[src/rtl/hamm_secded_stream_dec.sv]
// Hamming SECDED stream decoder with optional error counters (define HAMM_SECDED_ERR_CNT_EN to build them).
// Latency: 2 cycles from input transfer to out_valid; one word per cycle throughput.
// Backpressure: out_ready low holds S2 stable; in_ready falls only when both stages are full and stalled.
module hamm_secded_stream_dec #(
    parameter  int DATA_W = 8,
    parameter  int CNT_W  = 16,
    // smallest P with 2^P >= DATA_W+P+1, over the supported DATA_W range
    localparam int PAR_W  = (DATA_W + 4 <= 8)  ? 3 :
                            (DATA_W + 5 <= 16) ? 4 :
                            (DATA_W + 6 <= 32) ? 5 :
                            (DATA_W + 7 <= 64) ? 6 : 7,
    localparam int N      = DATA_W + PAR_W
) (
    input  logic              clk,
    input  logic              rst_n,
    input  logic [N-1:0]      code_in,
    input  logic              par_in,
    input  logic              in_valid,
    output logic              in_ready,
    output logic [DATA_W-1:0] data_out,
    output logic              out_valid,
    input  logic              out_ready,
    output logic [PAR_W-1:0]  syndrome,
    output logic              sbe,
    output logic              dbe,
    input  logic              cnt_clr,
    output logic [CNT_W-1:0]  sbe_cnt,
    output logic [CNT_W-1:0]  dbe_cnt
);

    logic              s1_vld;
    logic [N-1:0]      s1_code;
    logic [PAR_W-1:0]  s1_syn;
    logic              s1_pc;
    logic              s2_vld;
    logic              s2_load;
    logic [PAR_W-1:0]  syn_c;
    logic              pc_c;
    logic [N-1:0]      corr_c;
    logic [DATA_W-1:0] data_c;
    logic              sbe_c;
    logic              dbe_c;

    assign s2_load   = ~s2_vld | out_ready;
    assign in_ready  = ~s1_vld | s2_load;
    assign out_valid = s2_vld;

    always_comb begin : syn_calc
        syn_c = '0;
        for (int p = 1; p <= N; p++) begin
            for (int i = 0; i < PAR_W; i++) begin
                if (((p >> i) & 1) == 1) begin
                    syn_c[i] = syn_c[i] ^ code_in[p-1];
                end
            end
        end
        pc_c = ^{code_in, par_in};
    end

    always_comb begin : correct
        sbe_c  = 1'b0;
        dbe_c  = 1'b0;
        corr_c = s1_code;
        data_c = '0;
        if (int'(s1_syn) > N) begin
            dbe_c = 1'b1;
        end else if (s1_syn == '0) begin
            // zero syndrome with odd overall parity: only par_in was hit
            sbe_c = s1_pc;
        end else if (s1_pc) begin
            sbe_c = 1'b1;
            for (int p = 1; p <= N; p++) begin
                if (int'(s1_syn) == p) begin
                    corr_c[p-1] = ~corr_c[p-1];
                end
            end
        end else begin
            dbe_c = 1'b1;
        end
        // data bit index = position minus the powers of two at or below it
        for (int p = 1; p <= N; p++) begin
            if ((p & (p - 1)) != 0) begin
                data_c[p - 1 - $clog2(p + 1)] = corr_c[p-1];
            end
        end
    end

    always_ff @(posedge clk or negedge rst_n) begin
        if (!rst_n) begin
            s1_vld  <= 1'b0;
            s1_code <= '0;
            s1_syn  <= '0;
            s1_pc   <= 1'b0;
        end else if (in_ready) begin
            s1_vld <= in_valid;
            if (in_valid) begin
                s1_code <= code_in;
                s1_syn  <= syn_c;
                s1_pc   <= pc_c;
            end
        end
    end

    always_ff @(posedge clk or negedge rst_n) begin
        if (!rst_n) begin
            s2_vld   <= 1'b0;
            data_out <= '0;
            syndrome <= '0;
            sbe      <= 1'b0;
            dbe      <= 1'b0;
        end else if (s2_load) begin
            s2_vld <= s1_vld;
            if (s1_vld) begin
                data_out <= data_c;
                syndrome <= s1_syn;
                sbe      <= sbe_c;
                dbe      <= dbe_c;
            end else begin
                data_out <= '0;
                syndrome <= '0;
                sbe      <= 1'b0;
                dbe      <= 1'b0;
            end
        end
    end

`ifdef HAMM_SECDED_ERR_CNT_EN
    localparam logic [CNT_W-1:0] CNT_MAX = '1;

    logic out_xfer;
    assign out_xfer = s2_vld & out_ready;

    always_ff @(posedge clk or negedge rst_n) begin
        if (!rst_n) begin
            sbe_cnt <= '0;
            dbe_cnt <= '0;
        end else if (cnt_clr) begin
            sbe_cnt <= '0;
            dbe_cnt <= '0;
        end else if (out_xfer) begin
            if (sbe && (sbe_cnt != CNT_MAX)) begin
                sbe_cnt <= sbe_cnt + CNT_W'(1);
            end
            if (dbe && (dbe_cnt != CNT_MAX)) begin
                dbe_cnt <= dbe_cnt + CNT_W'(1);
            end
        end
    end
`else
    logic unused_cnt_clr;
    assign unused_cnt_clr = cnt_clr;
    assign sbe_cnt        = '0;
    assign dbe_cnt        = '0;
`endif

endmodule

[config.mk]
export PLATFORM = sky130hd
export DESIGN_NAME = hamm_secded_stream_dec
export DESIGN_NICKNAME = d
export VERILOG_FILES = /design/src/rtl/hamm_secded_stream_dec.sv
export SDC_FILE = /design/constraint.sdc
export NUM_CORES = 1
export LEC_CHECK = 0
export ABC_AREA = 0
export CORE_MARGIN = 2
export CORE_UTILIZATION = 47
export DETAILED_ROUTE_END_ITERATION = 16
export PLACE_DENSITY = 0.85
export SLEW_MARGIN = 20
export SYNTH_ARGS = -nofsm -noshare
export SYNTH_HDL_FRONTEND = slang
export SYNTH_SLANG_ARGS = --single-unit
[constraint.sdc]
create_clock -name clk -period 2.86 [get_ports clk]
set_input_delay 0.429 -clock clk [delete_from_list [all_inputs] [get_ports clk]]
set_output_delay 0.429 -clock clk [all_outputs]
set_load 0.05 [all_outputs]
Word-level counts from Yosys, hierarchy flattened
Index checks and enable logic that the tools add are counted. Widths: inputs -> output; s select.

Register bits: 33. Output and inout bits: 48.

Order comparisons: 1. Equality and inequality tests: 12. Muxes and demuxes: 25. Bitwise gates (word level): 34. Reductions and logical operators: 3.

Operators with widths (number): $mux 12 (3); $eq 4x4->1 const B (8); $mux 1 (20); $xor 1x1->1 (18); $not 1->1 (14); $reduce_xor 13->1 (1); $eq 4x3->1 const B (3); $mux 8 (1); $eq 4x2->1 const B (1); $gt 4x4->1 const B (1); $logic_not 4->1 (1); $mux 4 (1); $or 1x1->1 (2); $reduce_and 2->1 (1).

Logic depth before layout (Yosys ltp)
Gate-level depths: netlist (run 1).

Word-level depth: 6. Gate-level depth with buffers: 5. Gate-level depth less buffers: 4.

Least setup slack after synthesis (run 1)
No wires, ideal clock.

Kind: register -> register. From: reg s2_vld, in the netlist out_valid. To: reg s1_code[2]. Library setup time: 0.125 ns. Arrival: 2.108 ns. Required time: 2.735 ns. Setup slack: 0.627 ns. Stages on the path, launching flop included: 5. Clock period less this slack: 2.233 ns. Cells stage by stage: dfrtp_1 nand3b_1 nand2_1 buf_2 mux2_2.

Word-level cells in the longest chain between the ends: 4.

Ends and longest elaborated chain: from (decl) (line 35) `logic s2_vld;`; from (signal assigned) (line 112) `s2_vld <= s1_vld;`; $not 1->1 (line 44) `assign s2_load = ~s2_vld | out_ready;`; $or 1x1->1 (line 44); $or 1x1->1 (line 45) `assign in_ready = ~s1_vld | s2_load;`; via in_ready (line 19) `output logic in_ready,`; $reduce_and 2->1 (no line); to (signal assigned) (line 97) `s1_code <= code_in;`; to (decl) (line 32) `logic [N-1:0] s1_code;`.

The timed path passes the listed nets, and every way through them passes these cells. A chain may end at the register's enable or synchronous reset.

Final worst setup path (run 1)
From: in out_ready. To: out in_ready.

Word-level cells in the longest chain between the ends: 2.

Ends and longest elaborated chain: from (decl) (line 22) `input logic out_ready,`; $or 1x1->1 (line 44); $or 1x1->1 (line 45); to (decl) (line 19).

No other way between the ends.

==> results_dict.tcl, run 1 <==
set metrics [dict create \
    dp_cells 239 \
    end_kind "output port" \
    yosysTopAreaCell "dfrtp_1" \
    dp.final_hpwl_um 2140 \
    rr_startpoint "s1_vld" \
    yosys_warnings 0 \
    cts-htree-levels 2 \
    die_w_um 64.2 \
    grt_pass1_vias 951 \
    ys_seq_area_frac 0.426 \
    finalHoldViolations 0 \
    ys_top_cells_by_count "buf_4, dfrtp_1, nand2_1, xnor2_1, o21ai_0" \
    crit_fanout 3 \
    vias 1093 \
    clock_skew_ns 0.00752 \
    synthTopCellsByArea "dfrtp_1, buf_4, xnor2_1" \
    power_leakage_uw 0.000874 \
    cts.repair.resized 0 \
    routedWlPerCell_um 10.9 \
    hp-class "in -> async" \
    fin_ws_ns 0.554 \
    first_pass_iters 4 \
    ys_types 28 \
    cap_violations 0 \
    start_util 0.498 \
    setup_tns_ns 0 \
    grt_util_all_layers 0.142 \
    drive_above_1_share 0.120 \
    overflow 0 \
    place.gp.congestion 0.808 \
    layout.nets 218 \
    fillerInstances 314 \
    io_buffers 32 \
    cts_buffer_depth 2 \
    synth.top_cell.area_share 0.426 \
    antenna_left 0 \
    tightest_slew_ns 0.539 \
    die_area_um2 4120 \
    drtIter0Drc 23 \
    cp_slowest_stage_delay_ns 0.82 \
    cts_hold_buffers 0 \
    grt_max_degree 30 \
    cts_num_sinks 29 \
    power_uw 1490 \
    rows 21 \
    route.detailed.drc 0 \
    powerDensity_nw_per_um2 741 \
    cts_buffers 5 \
    critPathLaunchType "primary input" \
    io_pins 66 \
    syn_area_um2 1700 \
    synth_edf_count 0 \
    antenna_cells 0 \
    cts_tree "yes" \
    grt_pass1_wl_um 4380 \
    pre_cts_ws_ns 0.555 \
    die_h_um 64.2 \
    post_cts_buffers 0 \
    vdd_drop_max_uv 425 \
    post-route-min-period_ns 2.31 \
    maxSlewViolCount 0 \
    startpoint "out_ready" \
    required_ns 2.43 \
    syn2layout_area_growth_pct 17.9 \
    drt-total-wl_um 2690 \
    finalCritPeriodShare 0.806 \
    core_area_um2 3420 \
    synth_seq_cells 29 \
    ys_dominant_reg_cell "dfrtp_1" \
    post_synth.cell_area_avg_um2 10.3 \
    path_clk_slew_ns 0.09 \
    stdcell_count 246 \
    clock_latency_ns 0.33 \
    syn_inst 165 \
    critPathSlowestCell "clkdlybuf4s50_1" \
    relSlewSlack 0.640 \
    root_buffer "clkbuf_4" \
    grt_setup_unrepaired "no" \
    worstPathArrival_ns 1.88 \
    path_common_cell "clkdlybuf4s50_1" \
    via_per_inst 4.44 \
    crit_chain "clkdlybuf4s50_1 > nand3b_1 > clkdlybuf4s50_1" \
    critical_path_class "in -> out" \
    yosysMostFrequentCell "buf_4" \
    status "complete, no violations" \
    clock.fmax_ghz 0.434 \
    antenna_found_initial 0 \
    async_reset_ff_frac 1.00 \
    rrSetupSlack_ns 1.28 \
    final-setup-viol-count 0 \
]
per-layer routing:
layer	routed length [um]	GRT usage
met4	60	0.0878
met1	1130	0.173
met5	0	0
met2	1310	0.227
met3	180	0.0317
path summary, 6_finish.rpt:
check,endpoint,cells after the start
worst max-delay path,in_ready,3
worst min-delay path,s1_code[5],2
worst max register to register,s1_syn[3],3
worst min register to register,syndrome[1],2
max in group asynchronous,data_out[7],2
min in group clk,syndrome[1],2
stage by stage:
| step | hold WS [ns] | instance area [um^2] | utilization |
|---|---|---|---|
| global placement | 0.464 | 1950 | 0.571 |
| finish | 0.469 | 2010 | 0.587 |
| global route | 0.511 | 2010 | 0.587 |
| detailed placement | 0.473 | 1950 | 0.571 |
| CTS | 0.480 | 2010 | 0.587 |
| floorplan | 0.133 | 1820 | - |
state kept, by name, indices dropped and copies added, names as in the netlist, 4 cells and up:
signal and flops:
data_out 8, s1_code 8, s1_syn 4, syndrome 4
cells in the final DEF (no fill, tap or decap), types with 2 or more instances in the layout:
| cell type | n |
|---|---|
| nand3_1 | 2 |
| o21ai_0 | 15 |
| nand3b_1 | 2 |
| xor2_1 | 6 |
| clkdlybuf4s50_1 | 32 |
| dfrtp_1 | 29 |
| xnor2_1 | 16 |
| mux2_2 | 11 |
| nand2b_1 | 4 |
| nor3_1 | 3 |
| clkbuf_4 | 5 |
| conb_1 | 32 |
| nand2_1 | 21 |
| buf_4 | 2 |
| nor2_1 | 5 |
critical path, delay by kind of cell:
family | cells | cell delay (ns)
buffers and inverters | 2 | 1.29
and+or+nand+nor | 1 | 0.16
cell type report:
| class | instances | area [um^2] | area share |
|---|---|---|---|
| timing repair buffer | 34 | 335 | 0.167 |
| sequential | 29 | 726 | 0.362 |
| inverter | 1 | 3.75 | 0.00187 |
| clock buffer | 7 | 55.1 | 0.0274 |
| tap | 46 | 57.6 | 0.0287 |
| multi-input combinational | 129 | 828 | 0.413 |
cell families (layout without fill, tap and decap cells):
logic type	count (synthesis)	count (layout)	synth area share
simple gates	40	40	0.107
flops	29	29	0.426
other cells	1	32	0.00220
xor+xnor	27	27	0.176
buf+inv	38	42	0.155
mux	11	11	0.0728
compound gates	19	19	0.0610
where the power goes:
group / total [uW] / internal [uW] / switching (uW) / leakage [uW]
combinational: 643 / 237 / 406 / 0.000489
clock: 251 / 116 / 135 / 0.0000314
sequential: 593 / 500 / 92.3 / 0.000354
Power figures use the tool's default switching activity.
==> run 2, diff against run 1 <==
CORE_UTILIZATION = 44   (was 47)
PLACE_DENSITY = 0.8   (was 0.85)
clock period = 2.4 ns   (was 2.86 ns; I/O delays follow)
==> run 2 against run 1 <==
Effect of this change: via count up 2.4%; die area up 6.4%; total power up 23%; first-iteration DRC count down 8.7%; routed wire length down 2.5%; sequential power up 19%; clock skew down 0.0033 ns.
==> results_dict.tcl, run 2 (same netlist as run 1, synthesis figures left out) <==
set metrics [dict create \
    fin_ws_ns 0.495 \
    cts_tree "yes" \
    routedWlPerCell_um 10.6 \
    largestRegisters "data_out: 8 flops, s1_code: 8 flops" \
    power_leakage_uw 0.000883 \
    drive_above_1_share 0.126 \
    antenna_cells 0 \
    vias 1119 \
    powerDensity_nw_per_um2 900 \
    clock.fmax_ghz 0.525 \
    power_uw 1820 \
    finalCritPeriodShare 0.794 \
    rr_startpoint "s1_vld" \
    tightest_slew_ns 0.539 \
    path_clk_slew_ns 0.06 \
    io_buffers 32 \
    cts_num_sinks 29 \
    clock_skew_ns 0.00426 \
    grt_util_all_layers 0.141 \
    worstPathArrival_ns 2.07 \
    layout.nets 218 \
    dp.final_hpwl_um 2100 \
    grt_pass1_vias 1002 \
    via_per_inst 4.53 \
    relSlewSlack 0.640 \
    pre_cts_ws_ns 0.194 \
    cts_buffer_depth 2 \
    cap_violations 0 \
    antenna_left 0 \
    finalHoldViolations 0 \
    route.detailed.drc 0 \
    place.gp.congestion 0.849 \
    required_ns 2.56 \
    cts.repair.resized 0 \
    core_area_um2 3690 \
    critPathLaunchType "primary input" \
    grt_max_degree 30 \
    io_pins 66 \
    start_util 0.461 \
    layout_commonest_cell "conb_1" \
    cts-htree-levels 2 \
    grt_setup_unrepaired "no" \
    die_area_um2 4380 \
    die_w_um 66.2 \
    drtIter0Drc 21 \
    drt-total-wl_um 2620 \
    cts_hold_buffers 0 \
    place_area_um2 1950 \
    post_cts_buffers 0 \
    final_cell_mix "conb_1, clkdlybuf4s50_1, dfrtp_1, nand2_1, xnor2_1" \
    rows 22 \
    startpoint "code_in[8]" \
    hp-class "in -> async" \
    cts_buffers 5 \
    critical_path_class "in -> reg" \
    fillerInstances 342 \
    grt_pass1_wl_um 4530 \
    final_core_util 0.549 \
    vdd_drop_max_uv 428 \
    die_h_um 66.2 \
    clock_latency_ns 0.27 \
    post-route-min-period_ns 1.90 \
    final_area_um2 2020 \
    setup_tns_ns 0 \
    crit_fanout 3 \
    end_kind "flip-flop" \
    status "complete, no violations" \
    maxSlewViolCount 0 \
    first_pass_iters 6 \
    root_buffer "clkbuf_8" \
    antenna_found_initial 0 \
    final-setup-viol-count 0 \
    overflow 0 \
    syn2layout_area_growth_pct 19.0 \
]
-- run 2: report_power, final --
group          internal [uW]  switching (uW)  total, uW
Combinational            282             483        765
Sequential               598             110        708
Clock                    190             160        350
-- run 2: worst paths after layout --
kind	endpoint	slack (ns)	cells past startpoint
setup / recovery	s1_pc	0.50	5
hold / removal	s1_code[9]	0.48	2
setup reg to reg	s1_syn[2]	0.80	3
hold reg to reg	syndrome[2]	0.48	2
max in group asynchronous	data_out[6]	1.66	2
min in group clk	syndrome[2]	0.48	2
-- run 2: worst max-delay path, stage by stage --
cell and delay [ns]:
clkdlybuf4s50_1 0.51, xnor3_2 0.45, xor2_2 0.17, xnor3_1 0.32, mux2_2 0.26
-- run 2: metrics by stage --
step                instances  hold WS (ns)
detailed placement        241         0.474
floorplan                 196        0.0644
finish                    247         0.479
global placement          241         0.463
CTS                       247         0.486
global route              247         0.517
-- run 2: final cells by class --
| cell class | instances | area (um^2) | area share |
|---|---|---|---|
| multi-input combinational | 129 | 828 | 0.409 |
| timing repair buffer | 34 | 333 | 0.164 |
| inverter | 1 | 3.75 | 0.00185 |
| clock inverter | 1 | 5.00 | 0.00247 |
| sequential | 29 | 726 | 0.358 |
| tap | 48 | 60.1 | 0.0297 |
| clock buffer | 5 | 68.8 | 0.0340 |
-- run 2: per-layer routing --
| metal | vias up | GRT usage | wire (um) |
|---|---|---|---|
| met2 | 61 | 0.221 | 1270 |
| met3 | 7 | 0.0460 | 214 |
| met4 | 0 | 0.0714 | 61 |
| met1 | 509 | 0.172 | 1070 |
| li1 | 542 | - | - |
| met5 | - | 0 | 0 |
==> run 3, diff against run 2 <==
CORE_UTILIZATION = 39   (was 44)
PLACE_DENSITY = 0.76   (was 0.8)
clock period = 1.7 ns   (was 2.4 ns; I/O delays follow)
==> run 3 against run 2 <==
Effect of this change: non-clock buffer count up 14; utilization is 4.3 points lower; routed wire length increased by 12%; critical path depth unchanged; worst setup slack got worse by 0.41 ns; via count grew 2.8%; sequential share of layout area decreased by 2.1 points; sequential cell count unchanged; hold slack worse by 0.13 ns; combinational power increased by 45%; register-to-register slack got worse by 0.55 ns; critical endpoint unchanged; largest cell class unchanged.
==> results_dict.tcl, run 3 (same netlist as run 1, synthesis figures left out) <==
set metrics [dict create \
    io_buffers 32 \
    syn2layout_area_growth_pct 26.7 \
    final_cell_mix "conb_1, buf_4, dfrtp_1, nand2_1" \
    critical_path_class "in -> reg" \
    vias 1150 \
    cts_buffers 5 \
    die_h_um 70.1 \
    drt-total-wl_um 2920 \
    cap_violations 0 \
    status "complete, no violations" \
    drive_above_1_share 0.274 \
    worstPathArrival_ns 1.79 \
    finalHoldViolations 0 \
    root_buffer "clkbuf_8" \
    grt_pass1_wl_um 4920 \
    antenna_left 0 \
    crit_fanout 2 \
    rrSetupSlack_ns 0.25 \
    rr_startpoint "s1_vld" \
    setup_tns_ns 0 \
    cts-htree-levels 2 \
    dp_cells 259 \
    required_ns 1.88 \
    clock_latency_ns 0.29 \
    hp-class "in -> async" \
    die_w_um 70.1 \
    place.gp.congestion 0.791 \
    worst_r2r_endpoint "s1_syn[3]" \
    io_pins 66 \
    cts_tree "yes" \
    path_clk_slew_ns 0.06 \
    routedWlPerCell_um 10.9 \
    start_util 0.399 \
    core_area_um2 4260 \
    grt_pass1_vias 1093 \
    cts_num_sinks 29 \
    antenna_cells 0 \
    maxSlewViolCount 0 \
    power_leakage_uw 0.00101 \
    stdcell_count 267 \
    vdd_drop_max_uv 666 \
    r2r_cells 3 \
    rows 24 \
    layout.nets 232 \
    largestRegisters "data_out: 8 flops, s1_code: 8 flops" \
    clock.fmax_ghz 0.619 \
    clock_skew_ns 0.00424 \
    post-route-min-period_ns 1.62 \
    drtIter0Drc 9 \
    finalCritPeriodShare 0.950 \
    die_area_um2 4910 \
    grt_setup_unrepaired "no" \
    via_per_inst 4.31 \
    final-setup-viol-count 0 \
    power_uw 2670 \
    grt_util_all_layers 0.128 \
    dp.final_hpwl_um 2310 \
    antenna_found_initial 0 \
    fillerInstances 388 \
    holdWs_ns 0.348 \
    pre_cts_ws_ns -0.355 \
    fin_ws_ns 0.0849 \
    cts_buffer_depth 2 \
    end_kind "flip-flop" \
    critPathLaunchType "primary input" \
    first_pass_iters 4 \
    route.detailed.drc 0 \
    layout_commonest_cell "conb_1" \
    overflow 0 \
    grt_max_degree 30 \
    powerDensity_nw_per_um2 1240 \
]
[run 3: changes by cell type in the layout (fill, tap and decap cells not counted), sizes merged]
cell / change
clkinv: +1
clkdlybuf4s50: -15
clkinvlp: +1
buf: +29
[run 3: area by class of cell]
cell class,instances,area [um^2],area share
Inverter,1,3.75,0.00174
Tap cell,52,65.1,0.0302
Clock buffer,5,68.8,0.0319
Clock inverter,3,17.5,0.00813
Timing Repair Buffer,48,413,0.192
Sequential cell,29,727,0.337
Multi-Input combinational cell,129,861,0.399
[run 3: worst max-delay path by stage]
stage	cells after the start	from	slack, ns	to
finish	5	code_in[4]	0.08	s1_pc
global route	5	code_in[4]	0.008	s1_pc
CTS	5	code_in[5]	0.05	s1_pc
detailed placement	5	code_in[8]	-0.36	s1_pc
global placement	5	code_in[8]	-0.34	s1_pc
floorplan	4	out_valid	-0.20	s1_code[2]
[run 3: worst max-delay path, cell delays in order]
cell	delay (ns)
clkdlybuf4s50_1	0.43
xnor2_1	0.27
xnor2_2	0.17
xnor3_1	0.41
mux2_2	0.26
[run 3: report_power, final]
| part | switching [uW] | internal (uW) | leakage (uW) |
|---|---|---|---|
| Combinational | 696 | 413 | 0.000611 |
| Clock | 273 | 281 | 0.0000439 |
| Sequential | 163 | 844 | 0.000353 |
[run 3: stage by stage]
stage                     area (um^2)  utilization
after global placement           2060        0.484
after CTS                        2150        0.504
after detailed placement         2060        0.484
final                            2160        0.506
after global routing             2160        0.506
after floorplan                  1850            -
[run 3: timing repair]
action | CTS | global route
pin swaps | 2 | 1
setup endpoints to repair | 1 | 1
buffers inserted | 0 | 0
hold buffers | 0 | 0
gates resized for setup | 0 | 1
[run 3: layer usage]
metal,part of all wire,track usage,vias to the layer above,routed length (um)
li1,-,-,574,-
met4,0.020,0.0513,0,58
met1,0.41,0.156,520,1200
met5,0,0,-,0
met3,0.064,0.0433,6,188
met2,0.50,0.208,50,1470
